`src/rtl/ultrasound_capture_writer.sv`:
```
// Packs 16-bit ADC samples four per 64-bit word and writes them to an on-chip RAM
// after a trigger. Writes the final partial word with byte enables for the filled lanes only.
module ultrasound_capture_writer #(
  parameter int unsigned ADDR_W      = 13,
  parameter int unsigned MAX_SAMPLES = 32768
) (
  input  logic              clk,
  input  logic              reset_n,
  input  logic              start,
  input  logic              trigger,
  input  logic              abort,
  input  logic [15:0]       num_samples,
  input  logic [15:0]       sample_data,
  input  logic              sample_valid,
  output logic [ADDR_W-1:0] mem_address,
  output logic [7:0]        mem_byteenable,
  output logic              mem_chipselect,
  output logic              mem_write,
  output logic [63:0]       mem_writedata,
  output logic              mem_clken,
  output logic              busy,
  output logic              done,
  output logic              clamped,
  output logic [ADDR_W:0]   words_written
);

  localparam logic [16:0] MaxS = 17'(MAX_SAMPLES);

  typedef enum logic [2:0] {StIdle, StArmed, StCapture, StFlush, StDone} state_e;
  state_e state_q, state_d;

  logic [16:0]       num_ext, n_eff, n_q, cnt_q;
  logic [1:0]        lane_q;
  logic [63:0]       acc_q, lane_word, wdata_q;
  logic [7:0]        be_q, be_fill;
  logic [ADDR_W-1:0] addr_q;
  logic [ADDR_W:0]   wr_addr_q, words_written_q;
  logic              wr_pend_q, clamped_q, clken_q;
  logic              last, accept;

  assign num_ext = {1'b0, num_samples};
  assign n_eff   = (num_ext > MaxS) ? MaxS : num_ext;
  assign last    = (cnt_q + 17'd1) == n_q;
  assign accept  = (state_q == StCapture) && sample_valid && !abort;

  // Lane 0 starts a fresh word so unfilled upper lanes of a partial word read as zero.
  always_comb begin
    lane_word = (lane_q == 2'd0) ? 64'd0 : acc_q;
    lane_word[{lane_q, 4'b0000} +: 16] = sample_data;
    case (lane_q)
      2'd0:    be_fill = 8'h03;
      2'd1:    be_fill = 8'h0F;
      2'd2:    be_fill = 8'h3F;
      default: be_fill = 8'hFF;
    endcase
  end

  always_ff @(posedge clk or negedge reset_n) begin
    if (!reset_n) begin
      state_q <= StIdle;
    end else begin
      state_q <= state_d;
    end
  end

  always_comb begin
    state_d = state_q;
    case (state_q)
      StIdle:    if (start) state_d = (n_eff == 17'd0) ? StDone : StArmed;
      StArmed: begin
        if (abort)        state_d = StIdle;
        else if (trigger) state_d = StCapture;
      end
      StCapture: begin
        if (abort)                      state_d = StIdle;
        else if (sample_valid && last)  state_d = StFlush;
      end
      StFlush:   state_d = abort ? StIdle : StDone;
      StDone:    state_d = StIdle;
      default:   state_d = StIdle;
    endcase
  end

  always_ff @(posedge clk or negedge reset_n) begin
    if (!reset_n) begin
      n_q             <= '0;
      cnt_q           <= '0;
      lane_q          <= '0;
      acc_q           <= '0;
      wdata_q         <= '0;
      be_q            <= '0;
      addr_q          <= '0;
      wr_addr_q       <= '0;
      words_written_q <= '0;
      wr_pend_q       <= 1'b0;
      clamped_q       <= 1'b0;
      clken_q         <= 1'b0;
    end else begin
      clken_q   <= 1'b1;
      wr_pend_q <= 1'b0;
      if (mem_write) words_written_q <= words_written_q + 1'b1;
      if (state_q == StIdle && start) begin
        n_q             <= n_eff;
        clamped_q       <= num_ext > MaxS;
        cnt_q           <= '0;
        lane_q          <= '0;
        acc_q           <= '0;
        wr_addr_q       <= '0;
        words_written_q <= '0;
      end
      if (accept) begin
        cnt_q  <= cnt_q + 17'd1;
        lane_q <= lane_q + 2'd1;
        acc_q  <= lane_word;
        // Stage the completed word separately so the next sample can refill lane 0.
        if (last || lane_q == 2'd3) begin
          wr_pend_q <= 1'b1;
          wdata_q   <= lane_word;
          be_q      <= be_fill;
          addr_q    <= wr_addr_q[ADDR_W-1:0];
          wr_addr_q <= wr_addr_q + 1'b1;
        end
      end
    end
  end

  always_comb begin
    busy           = (state_q == StArmed) || (state_q == StCapture) || (state_q == StFlush);
    done           = state_q == StDone;
    mem_write      = wr_pend_q && !abort && ((state_q == StCapture) || (state_q == StFlush));
    mem_chipselect = mem_write;
    mem_address    = addr_q;
    mem_byteenable = be_q;
    mem_writedata  = wdata_q;
    mem_clken      = clken_q;
    clamped        = clamped_q;
    words_written  = words_written_q;
  end

endmodule

```
`config.mk`:
```
export PLATFORM = sky130hd
export DESIGN_NAME = ultrasound_capture_writer
export DESIGN_NICKNAME = d
export VERILOG_FILES = /design/src/rtl/ultrasound_capture_writer.sv
export SDC_FILE = /design/constraint.sdc
export NUM_CORES = 1
export LEC_CHECK = 0
export CORE_MARGIN = 3
export CORE_UTILIZATION = 50
export DETAILED_ROUTE_END_ITERATION = 10
export GPL_TIMING_DRIVEN = 0
export PLACE_DENSITY = 0.74
export SETUP_SLACK_MARGIN = 0.1
export SYNTH_ARGS = -nofsm -noshare
export SYNTH_HDL_FRONTEND = slang
export SYNTH_SLANG_ARGS = --single-unit
export TNS_END_PERCENT = 20
```
`constraint.sdc`:
```
create_clock -name clk -period 4.69 [get_ports clk]
set_clock_uncertainty 0.2 [all_clocks]
set_input_delay 0.469 -clock clk [delete_from_list [all_inputs] [get_ports clk]]
set_output_delay 0.469 -clock clk [all_outputs]
set_load 0.005 [all_outputs]
```
==> results of run 1 <==
area by class of cell:
cell class / instances / area, µm²
plain buffers: 82 / 364
clock buffers: 35 / 661
clock inverters: 4 / 26.3
fillers: 1565 / 6850
inverters: 9 / 33.8
multi-input cells: 641 / 4000
flip-flops and latches: 213 / 5330
well taps: 260 / 325
repair buffers: 128 / 1300
state kept, by name, indices dropped and copies added (netlist names), 2 cells and up:
signal and cells:
words_written 14, mem_writedata 64, cnt_q 17, acc_q 64, mem_address 13, n_q 16, lane_q 2, wr_addr_q 13
mem_byteenable 4, state_q 3
power groups by stage:
stage	registers, mW	clock network, mW	logic (mW)
floorplan	2.10	0	0.588
global placement	2.13	0	0.929
detailed placement	2.12	0	0.950
CTS	2.09	1.70	0.956
global route	2.11	1.78	1.07
finish	2.09	1.67	0.959
metrics by stage:
step	utilization, %	TNS (ps)	worst slack (ps)
after floorplan	-	0	1870
after global placement	59.8	-1289660	-6070
after detailed placement	60.0	0	1020
after CTS	63.7	0	1040
after global routing	63.7	0	971
final	63.7	0	1240
layer usage:
| metal | global-route usage, % | share of wire (%) |
|---|---|---|
| met5 | 0 | 0.052 |
| met1 | 34.4 | 45 |
| met4 | 4.23 | 1.5 |
| met3 | 3.46 | 6.5 |
| met2 | 37.0 | 47 |
worst paths after layout:
path,from,endpoint,depth (start not counted)
max in group asynchronous,reset_n,lane_q[0],3
setup reg to reg,state_q[1],cnt_q[8],9
min in group asynchronous,reset_n,cnt_q[10],2
hold reg to reg,mem_address[12],mem_address[12],1
setup / recovery,state_q[1],cnt_q[8],9
hold / removal,sample_data[0],acc_q[16],2
cell usage in the layout (no fill, tap or decap), types with 9 or more instances in the layout:
cell type,n
a21oi_1,72
a221o_1,9
a22o_1,66
a22oi_1,65
and3_1,20
buf_1,18
buf_2,21
clkbuf_1,44
clkbuf_16,23
clkdlybuf4s50_1,125
dfrtp_1,213
ha_1,10
inv_1,9
mux2_2,13
nand2_1,85
nand3_1,21
nand3b_1,11
nor2_1,113
nor3_1,14
o21ai_0,34
xnor2_1,21
xor2_1,13
timing repair:
action / in CTS / in global routing
hold buffers: 1 / 0
setup buffers: 0 / 0
hold endpoints to repair: 102 / 0
endpoints found under the setup margin: 0 / 0
worst max-delay path: cells and delay by family (launching register included):
family / cells / cell delay, ps
AO/OA/AOI/OAI: 2 / 340
AND/OR/NAND/NOR: 4 / 1360
flip-flops: 1 / 320
buffers and inverters: 3 / 1090
kinds of logic after synthesis:
group / after synthesis / synth area share (%)
and+or+nand+nor: 308 / 15.3
other: 1 / 0.0386
DFF: 213 / 54.8
xor gates and xnor gates: 34 / 3.06
buffers and inverters: 91 / 4.09
AOI/OAI and AO/OA: 269 / 19.2
muxes: 19 / 2.16
adders and majority gates: 10 / 1.29
==> summary.txt, run 1 <==
Placement
  – Routability cong.: ~0.9
  – Dpl hpwl: 17.6 mm
  – Inst Count DP: 1,332
  – Number of port buffers: about 130
  – Cell Area, Placed: approximately 11,000 µm²

Yosys
  – Synth Instances: 945
  – Post-synth EDFFs: 0
  – YS warnings: 0
  – Post-synth top area share: 54.8%
  – Post-synthesis instance area: approximately 10000 µm²
  – Top post-synthesis cells by area: dfrtp_1 (55%), a22o_1 (5.9%), a22oi_1 (5.0%)
  – Distinct cells, synth: slightly below 60
  – Post-synth top flop: dfrtp_1
  – Most common cell in the netlist: dfrtp_1
  – Syn nets: slightly below 1,000
  – Seq/Total Area, Yosys: 54.8%
  – Synthesis-stage register bit count: between 200 and 250
  – Synth area leader: dfrtp_1
  – Mean Syn Cell Area: 10.3 µm²
  – Post-synth top cells: dfrtp_1 (213), nor2_1 (113), nand2_1 (85), a21oi_1 (72), a22o_1 (66)
  – Async S/R FF share, synth: between 90% and 100%

Critical path
  – Critical Path AT: roughly 3600 ps
  – CP Cell Sequence: clkbuf_1, nand2b_1, nor3_1, and2_1, clkbuf_1, nor2_1, clkbuf_1, o21ai_0, o41ai_1
  – CP Capture Type: flop
  – Critical path's slowest cell: nor3_1
  – Max incr delay on CP: between 600 and 700 ps
  – Critical Setup Path Class: reg -> reg
  – Critical path required time: between 4000 and 5000 ps
  – CP max FO: 10
  – Critical path launch point type: flop
  – Most common cell on crit path: clkbuf_1
  – R2r setup slk: 1240 ps

CTS
  – CTS-repair resized insts: 0
  – Max H-tree Level: 1
  – CTS root buf: clkbuf_16
  – Num CTS Buffers: 23
  – Clock Sinks: 213
  – CTS tree: yes
  – Worst-Skew Late Latency: around 500 ps
  – Reg clk slew, reported paths: 60 ps
  – Clk buf depth: 3

Detailed routing
  – DRT iter0 DRCs: 735
  – Post-DR vias/cell: 5.82
  – Post-route DRC violation count: 0
  – Final ANT Viol Nets: 0
  – DR pass1 iterations: 7
  – Total routed wirelength: roughly 25 mm
  – Avg WL per Cell: 18.3 µm
  – Vias: approximately 8,000

Global route
  – Total congestion overflow: 0
  – Antenna violations before repair: 1
  – Largest net degree at the start of global routing: 112
  – Vias in the first global route: a little under 8,000
  – First-pass GRT wire length: about 41 mm
  – Total track usage: 23.2%

STA
  – Hold Violations, Final: 0
  – Actual slew at the worst max-slew pin: between 900 and 1000 ps
  – FMAX: just under 0.3 GHz
  – Tmin final: approximately 3500 ps
  – RSZ-0062 raised after global routing: no
  – Hold WS: between 200 and 250 ps
  – Slew Limit Headroom: roughly a third
  – Endpoints failing setup: 0
  – Max-slew violation count: 0
  – Period Utilization, post-route: 73.6%

Die
  – Core area: around 19,000 µm²
  – Die H: between 100 and 150 µm
  – I/O Pins: ~140
  – Rows: 50
  – Die width: 145 µm
  – Starting Density: 51.5%
  – Die outline area: between 20,000 and 25,000 µm²

Final layout
  – Fraction of layout cells with a size suffix above 1: 8.18%
  – Nets: ~1,100
  – Number of diodes: 0
  – Synth-to-layout area growth: 23.9%
  – Design Area, Final: ~12,000 µm²
  – Fin cells: 1,372

Pwr
  – Clock power share: around 35%
  – Sw power: between 1 and 1.5 mW
  – Sw frac: ~30%
  – Sequential power share: 44.3%
  – Worst vdd ir: 262 µV
  – Internal Power: about 3.3 mW
  – PwrDens: slightly below 400 nW/µm²
  – Final Power: ~4.7 mW
  – Lkg Pwr: about 5.4 nW
  – Comb pwr share: between 20% and 30%

Status
  – Status: finished, final reports clean

Hold path
  – Worst Hold Class: in -> reg

Job
  – Max_cap viols: 0
Power figures use the tool's default switching activity.
==> inputs of run 2 (changes only) <==
CORE_UTILIZATION = 49   (was 50)
PLACE_DENSITY = 0.76   (was 0.74)
clock period = 3.14 ns   (was 4.69 ns; I/O delays follow)
==> run 2 against run 1 <==
Net effect:
- sequential power rose by 50%
- routed wire length is 3.1% higher
- count of clock-buffer cells in the layout fell by 1
- clock power grew 59%
- setup slack worse by 1000 ps
- utilization rose by 0.77 points
- critical endpoint is now wr_addr_q[7]
==> summary.txt, run 2 (synthesis gave the netlist of run 1 again) <==
Status
  – Status: finished, final reports clean

STA
  – Tmin final: 2910 ps (-537 ps)
  – RSZ-0062 raised after global routing: yes
  – Endpoints failing setup: 0 (unchanged)
  – Slew Limit Headroom: 41.2% (+7.5 points)
  – FMAX: 0.343 GHz (+18%)
  – Max-slew violation count: 0 (unchanged)
  – Final WS setup: 226 ps (-1010 ps)
  – Hold Violations, Final: 0 (unchanged)
  – Actual slew at the worst max-slew pin: 879 ps (-112 ps)
  – Hold WS: 99.7 ps (-138 ps)
  – Period Utilization, post-route: 92.8% (+19 points)

Critical path
  – Critical Setup Path Class: reg -> reg
  – CP Capture Type: flop
  – CP Cell Sequence: nand3_1, nor3_4, nand4_1, a211oi_1, nand4_1, nand2_2, nor2_1, buf_6, a221o_1
  – Critical path's slowest cell: dfrtp_1
  – Max incr delay on CP: 480 ps (-160 ps)
  – Most common cell on crit path: nand4_1
  – R2r setup slk: 230 ps (-1010 ps)
  – Top cell family by delay on the critical path: simple AND/OR/NAND/NOR gates
  – Critical path required time: 3310 ps (-1540 ps)
  – Crit path buf inv count: 1 (-2)
  – Critical path launch point type: flop
  – CP max FO: 10 (unchanged)
  – Critical Path AT: 3090 ps (-520 ps)

CTS
  – CTS root buf: clkbuf_16
  – Reg clk slew, reported paths: 60 ps (about the same)
  – CTS tree: yes
  – Num CTS Buffers: 23 (unchanged)
  – Clk buf depth: 3 (unchanged)
  – Worst-Skew Late Latency: 500 ps (about the same)
  – Clock Sinks: 213 (unchanged)
  – Max H-tree Level: 1 (unchanged)

Final layout
  – Commonest cells after routing, fill and taps aside: dfrtp_1 (208), clkdlybuf4s50_1 (125), nor2_1 (113)
  – Number of diodes: 0 (unchanged)
  – Commonest non-fill, non-tap cell in the layout: dfrtp_1
  – Nets: 1,150 (+0.35%)
  – Synth-to-layout area growth: 26.6%
  – Filler Cells Inserted: 1,508 (-3.6%)
  – Design Area, Final: 12,300 µm² (+2.2%)
  – Fin cells: 1,376 (+0.29%)
  – Fraction of layout cells with a size suffix above 1: 11.3% (+3.1 points)

Global route
  – Total congestion overflow: 0 (unchanged)
  – Vias in the first global route: 7,973 (+2.3%)
  – Total track usage: 23.8% (+0.61 points)
  – First-pass GRT wire length: 42.5 mm (+3.7%)
  – Antenna violations before repair: 0 (-1)
  – Largest net degree at the start of global routing: 111 (-0.89%)

Die
  – Die outline area: 21,600 µm² (+2.0%)
  – Starting Density: 50.9% (-0.51 points)
  – Rows: 50 (unchanged)
  – Die width: 147 µm (+0.97%)
  – I/O Pins: 143 (unchanged)
  – Core area: 19,100 µm² (+0.99%)
  – Die H: 147 µm (+0.97%)

Placement
  – Cell Area, Placed: 11,300 µm² (unchanged)
  – Number of port buffers: 126 (unchanged)
  – Routability cong.: 0.923 (+2.1%)
  – Inst Count DP: 1,332 (unchanged)
  – Dpl hpwl: 17.7 mm (+0.39%)
  – Pre-CTS setup slack: -471 ps (-1490 ps)

Detailed routing
  – DR pass1 iterations: 5 (-2)
  – Post-route DRC violation count: 0 (unchanged)
  – Vias: 8,082 (+1.3%)
  – Post-DR vias/cell: 5.87 (+0.97%)
  – DRT iter0 DRCs: 781 (+6.3%)
  – Avg WL per Cell: 18.8 µm (+2.8%)
  – Total routed wirelength: 25.8 mm (+3.1%)
  – Final ANT Viol Nets: 0 (unchanged)

Job
  – Max_cap viols: 0 (unchanged)

Pwr
  – PwrDens: 591 nW/µm² (+51%)
  – Final Power: 7.28 mW (+54%)
  – Worst vdd ir: 434 µV (+66%)
  – Lkg Pwr: 5.59 nW (+2.6%)

Hold path
  – Worst Hold Class: in -> reg
## run 2: cell types whose count changed in the layout (fill, tap and decap cells not counted), moves of 6 or more
cell | previous run | this run
clkbuf_2 | 0 | 9
clkbuf_1 | 44 | 30
buf_2 | 21 | 6
buf_4 | 6 | 12
clkbuf_4 | 0 | 13
## run 2: final timing paths
| kind | end | depth (start not counted) | start |
|---|---|---|---|
| worst max-delay path | wr_addr_q[7] | 9 | cnt_q[5] |
| worst min-delay path | acc_q[33] | 2 | sample_data[1] |
| worst max register to register | wr_addr_q[7] | 9 | cnt_q[5] |
| worst min register to register | clamped | 2 | clamped |
| max in group asynchronous | wr_addr_q[5] | 3 | reset_n |
| min in group asynchronous | cnt_q[12] | 2 | reset_n |
## run 2: metrics by stage
| stage | TNS [ps] | util, % |
|---|---|---|
| final | 0 | 64.5 |
| after floorplan | 0 | - |
| after CTS | 0 | 63.7 |
| after detailed placement | -21030 | 59.4 |
| after global placement | -1583680 | 59.3 |
| after global routing | 0 | 64.5 |
## run 2: metal layers
layer  wire length [µm]  part of all wire (%)  vias up  GRT usage, %
li1                   -                     -     3716             -
met1              11600                    45     4013          35.5
met2              11800                    45      309          36.4
met3               1800                   7.0       44          4.04
met4                668                   2.6        0          5.93
met5                  0                     0        -             0
## run 2: where the power goes
part	internal, mW	switching (mW)	leakage, nW
Combinational	0.593	0.889	2.28
Sequential	2.96	0.176	2.94
Clock	1.61	1.05	0.371
## run 2: layout make-up
type,instances,area [µm²],area share (%)
multi-input cells,641,4110,33.4
well taps,260,325,2.64
clock buffers,34,697,5.66
repair buffers,132,1330,10.8
flip-flops and latches,213,5340,43.4
clock inverters,5,52.6,0.427
plain buffers,82,420,3.42
inverters,9,33.8,0.274
## run 2: timing repair
| item | CTS | global route |
|---|---|---|
| pin swaps | 1 | 2 |
| hold buffers | 1 | 0 |
| buffers inserted | 1 | 3 |
| setup endpoints to repair | 156 | 149 |
| hold endpoints to repair | 109 | 0 |
| gates resized for setup | 15 | 45 |
==> inputs of run 3 (changes only) <==
CORE_MARGIN = not set   (was 3)
CORE_UTILIZATION = 28   (was 49)
PLACE_DENSITY = not set   (was 0.76)
==> run 3 against run 2 <==
Net effect:
- first-iteration DRC count shrank 28%
- combinational power is essentially flat
- clock power grew 14%
- sequential power is essentially flat
- utilization shrank 27 points
- power grew 5.3%
- critical path depth shrank 1
- register-to-register slack is essentially flat
- global-route usage shrank 8.4 points
- critical path type unchanged
- critical endpoint is now acc_q[40]
==> summary.txt, run 3 (synthesis gave the netlist of run 1 again) <==
Status
  – Status: finished, final reports clean

Placement
  – Number of port buffers: 126 (unchanged)
  – Dpl hpwl: 19.5 mm (+10%)
  – Cell Area, Placed: 11,600 µm² (+2.4%)
  – Routability cong.: 0.844 (-8.5%)
  – Inst Count DP: 1,521 (+14%)

STA
  – FMAX: 0.343 GHz (about the same)
  – Max-slew violation count: 0 (unchanged)
  – Period Utilization, post-route: 92.8% (about the same)
  – Slew Limit Headroom: 29.1% (-12 points)
  – RSZ-0062 raised after global routing: yes
  – Actual slew at the worst max-slew pin: 1060 ps (+182 ps)
  – Hold Violations, Final: 0 (unchanged)
  – Endpoints failing setup: 0 (unchanged)
  – Setup_tns: 0 ps (unchanged)
  – Hold WS: 44.7 ps (-55.0 ps)
  – Tmin final: 2920 ps (+1.37 ps)

Die
  – Die width: 188 µm (+28%)
  – Rows: 67 (+34%)
  – I/O Pins: 143 (unchanged)
  – Die outline area: 35,500 µm² (+64%)
  – Die H: 188 µm (+28%)
  – Starting Density: 28.7% (-22 points)
  – Core area: 33,900 µm² (+77%)

CTS
  – Clock Sinks: 213 (unchanged)
  – Num CTS Buffers: 26 (+13%)
  – Clk buf depth: 3 (unchanged)
  – CTS tree: yes
  – Worst-Skew Late Latency: 540 ps (+40 ps)
  – CTS root buf: clkbuf_16
  – Max H-tree Level: 1 (unchanged)
  – Reg clk slew, reported paths: 60 ps (about the same)

Final layout
  – Fraction of layout cells with a size suffix above 1: 11.7% (+0.43 points)
  – Fin cells: 1,574 (+14%)
  – Synth-to-layout area growth: 30.6%
  – Commonest cells after routing, fill and taps aside: dfrtp_1 (209), clkdlybuf4s50_1 (125), nor2_1 (110)
  – Number of diodes: 0 (unchanged)
  – Design Area, Final: 12,700 µm² (+3.1%)
  – Commonest non-fill, non-tap cell in the layout: dfrtp_1
  – Nets: 1,154 (+0.35%)

Pwr
  – PwrDens: 604 nW/µm² (+2.2%)
  – Worst vdd ir: 362 µV (-16%)
  – Final Power: 7.66 mW (+5.3%)
  – Lkg Pwr: 5.66 nW (+1.3%)

Critical path
  – CP max FO: 10 (unchanged)
  – Critical path required time: 3420 ps (+110 ps)
  – Critical Setup Path Class: reg -> reg
  – Critical Path AT: 3190 ps (+100 ps)
  – CP Capture Type: flop
  – Critical path launch point type: flop

Hold path
  – Worst Hold Class: in -> reg

Job
  – Max_cap viols: 0 (unchanged)

Detailed routing
  – Vias: 7,897 (-2.3%)
  – Post-DR vias/cell: 5.02 (-15%)
  – Post-route DRC violation count: 0 (unchanged)
  – Total routed wirelength: 27.8 mm (+7.4%)
  – DRT iter0 DRCs: 559 (-28%)
  – Final ANT Viol Nets: 0 (unchanged)
  – Avg WL per Cell: 17.6 µm (-6.1%)
  – DR pass1 iterations: 5 (unchanged)

Global route
  – Total congestion overflow: 0 (unchanged)
  – Largest net degree at the start of global routing: 81 (-27%)
  – Total track usage: 15.4% (-8.4 points)
  – Vias in the first global route: 7,666 (-3.9%)
  – Antenna violations before repair: 0 (unchanged)
  – First-pass GRT wire length: 43.7 mm (+2.9%)
## run 3: changes by cell type in the layout (fill, tap and decap cells not counted), sizes merged
cell,change
clkinv,+5
clkinvlp,+1
clkbuf,-6
buf,+9
bufinv,+1
## run 3: stage by stage
step | util [%] | worst slack (ps)
final | 37.5 | 225
after global routing | 37.5 | 38.3
after CTS | 37.1 | 98.2
after detailed placement | 34.3 | -457
after global placement | 34.1 | -7690
after floorplan | - | 315
## run 3: area by class of cell
cell class	count	area [µm²]
Multi-Input combinational cell	641	4100
Sequential cell	213	5340
Timing Repair Buffer	134	1370
Inverter	9	33.8
Tap cell	448	561
Clock inverter	12	140
Buffer	81	412
Fill cell	3391	21200
Clock buffer	36	738
## run 3: worst paths after layout
check,slack (ps),to,cells after the start,start
min in group asynchronous,90,words_written[7],2,reset_n
hold reg to reg,290,clamped,2,clamped
hold / removal,40,acc_q[33],2,sample_data[1]
max in group asynchronous,1860,mem_writedata[1],3,reset_n
setup reg to reg,220,acc_q[40],8,lane_q[0]
setup / recovery,220,acc_q[40],8,lane_q[0]
## run 3: what timing repair did
action | CTS | global route
hold buffers | 1 | 0
setup buffers | 1 | 4
endpoints found under the hold margin | 105 | 0
pin swaps | 2 | 3
setup endpoints to repair | 156 | 141
resized for setup | 22 | 30
## run 3: where the power goes
group | internal (mW) | switching, mW | leakage (nW)
sequential | 2.96 | 0.185 | 2.94
combinational | 0.590 | 0.897 | 2.29
clock | 1.82 | 1.22 | 0.430
## run 3: routing by layer
layer	global-route usage (%)	share of wire [%]
met1	21.9	46
met2	24.2	46
met3	1.94	4.7
met4	4.53	2.5
met5	0	0
## run 3: critical path, cell delays in order, from the launching register on
cell and delay [ps]:
dfrtp_1 550, inv_2 180, ha_1 440, nand2_1 140, nor3_4 330, and3_1 210
buf_1 300, clkbuf_2 320, a22o_1 180
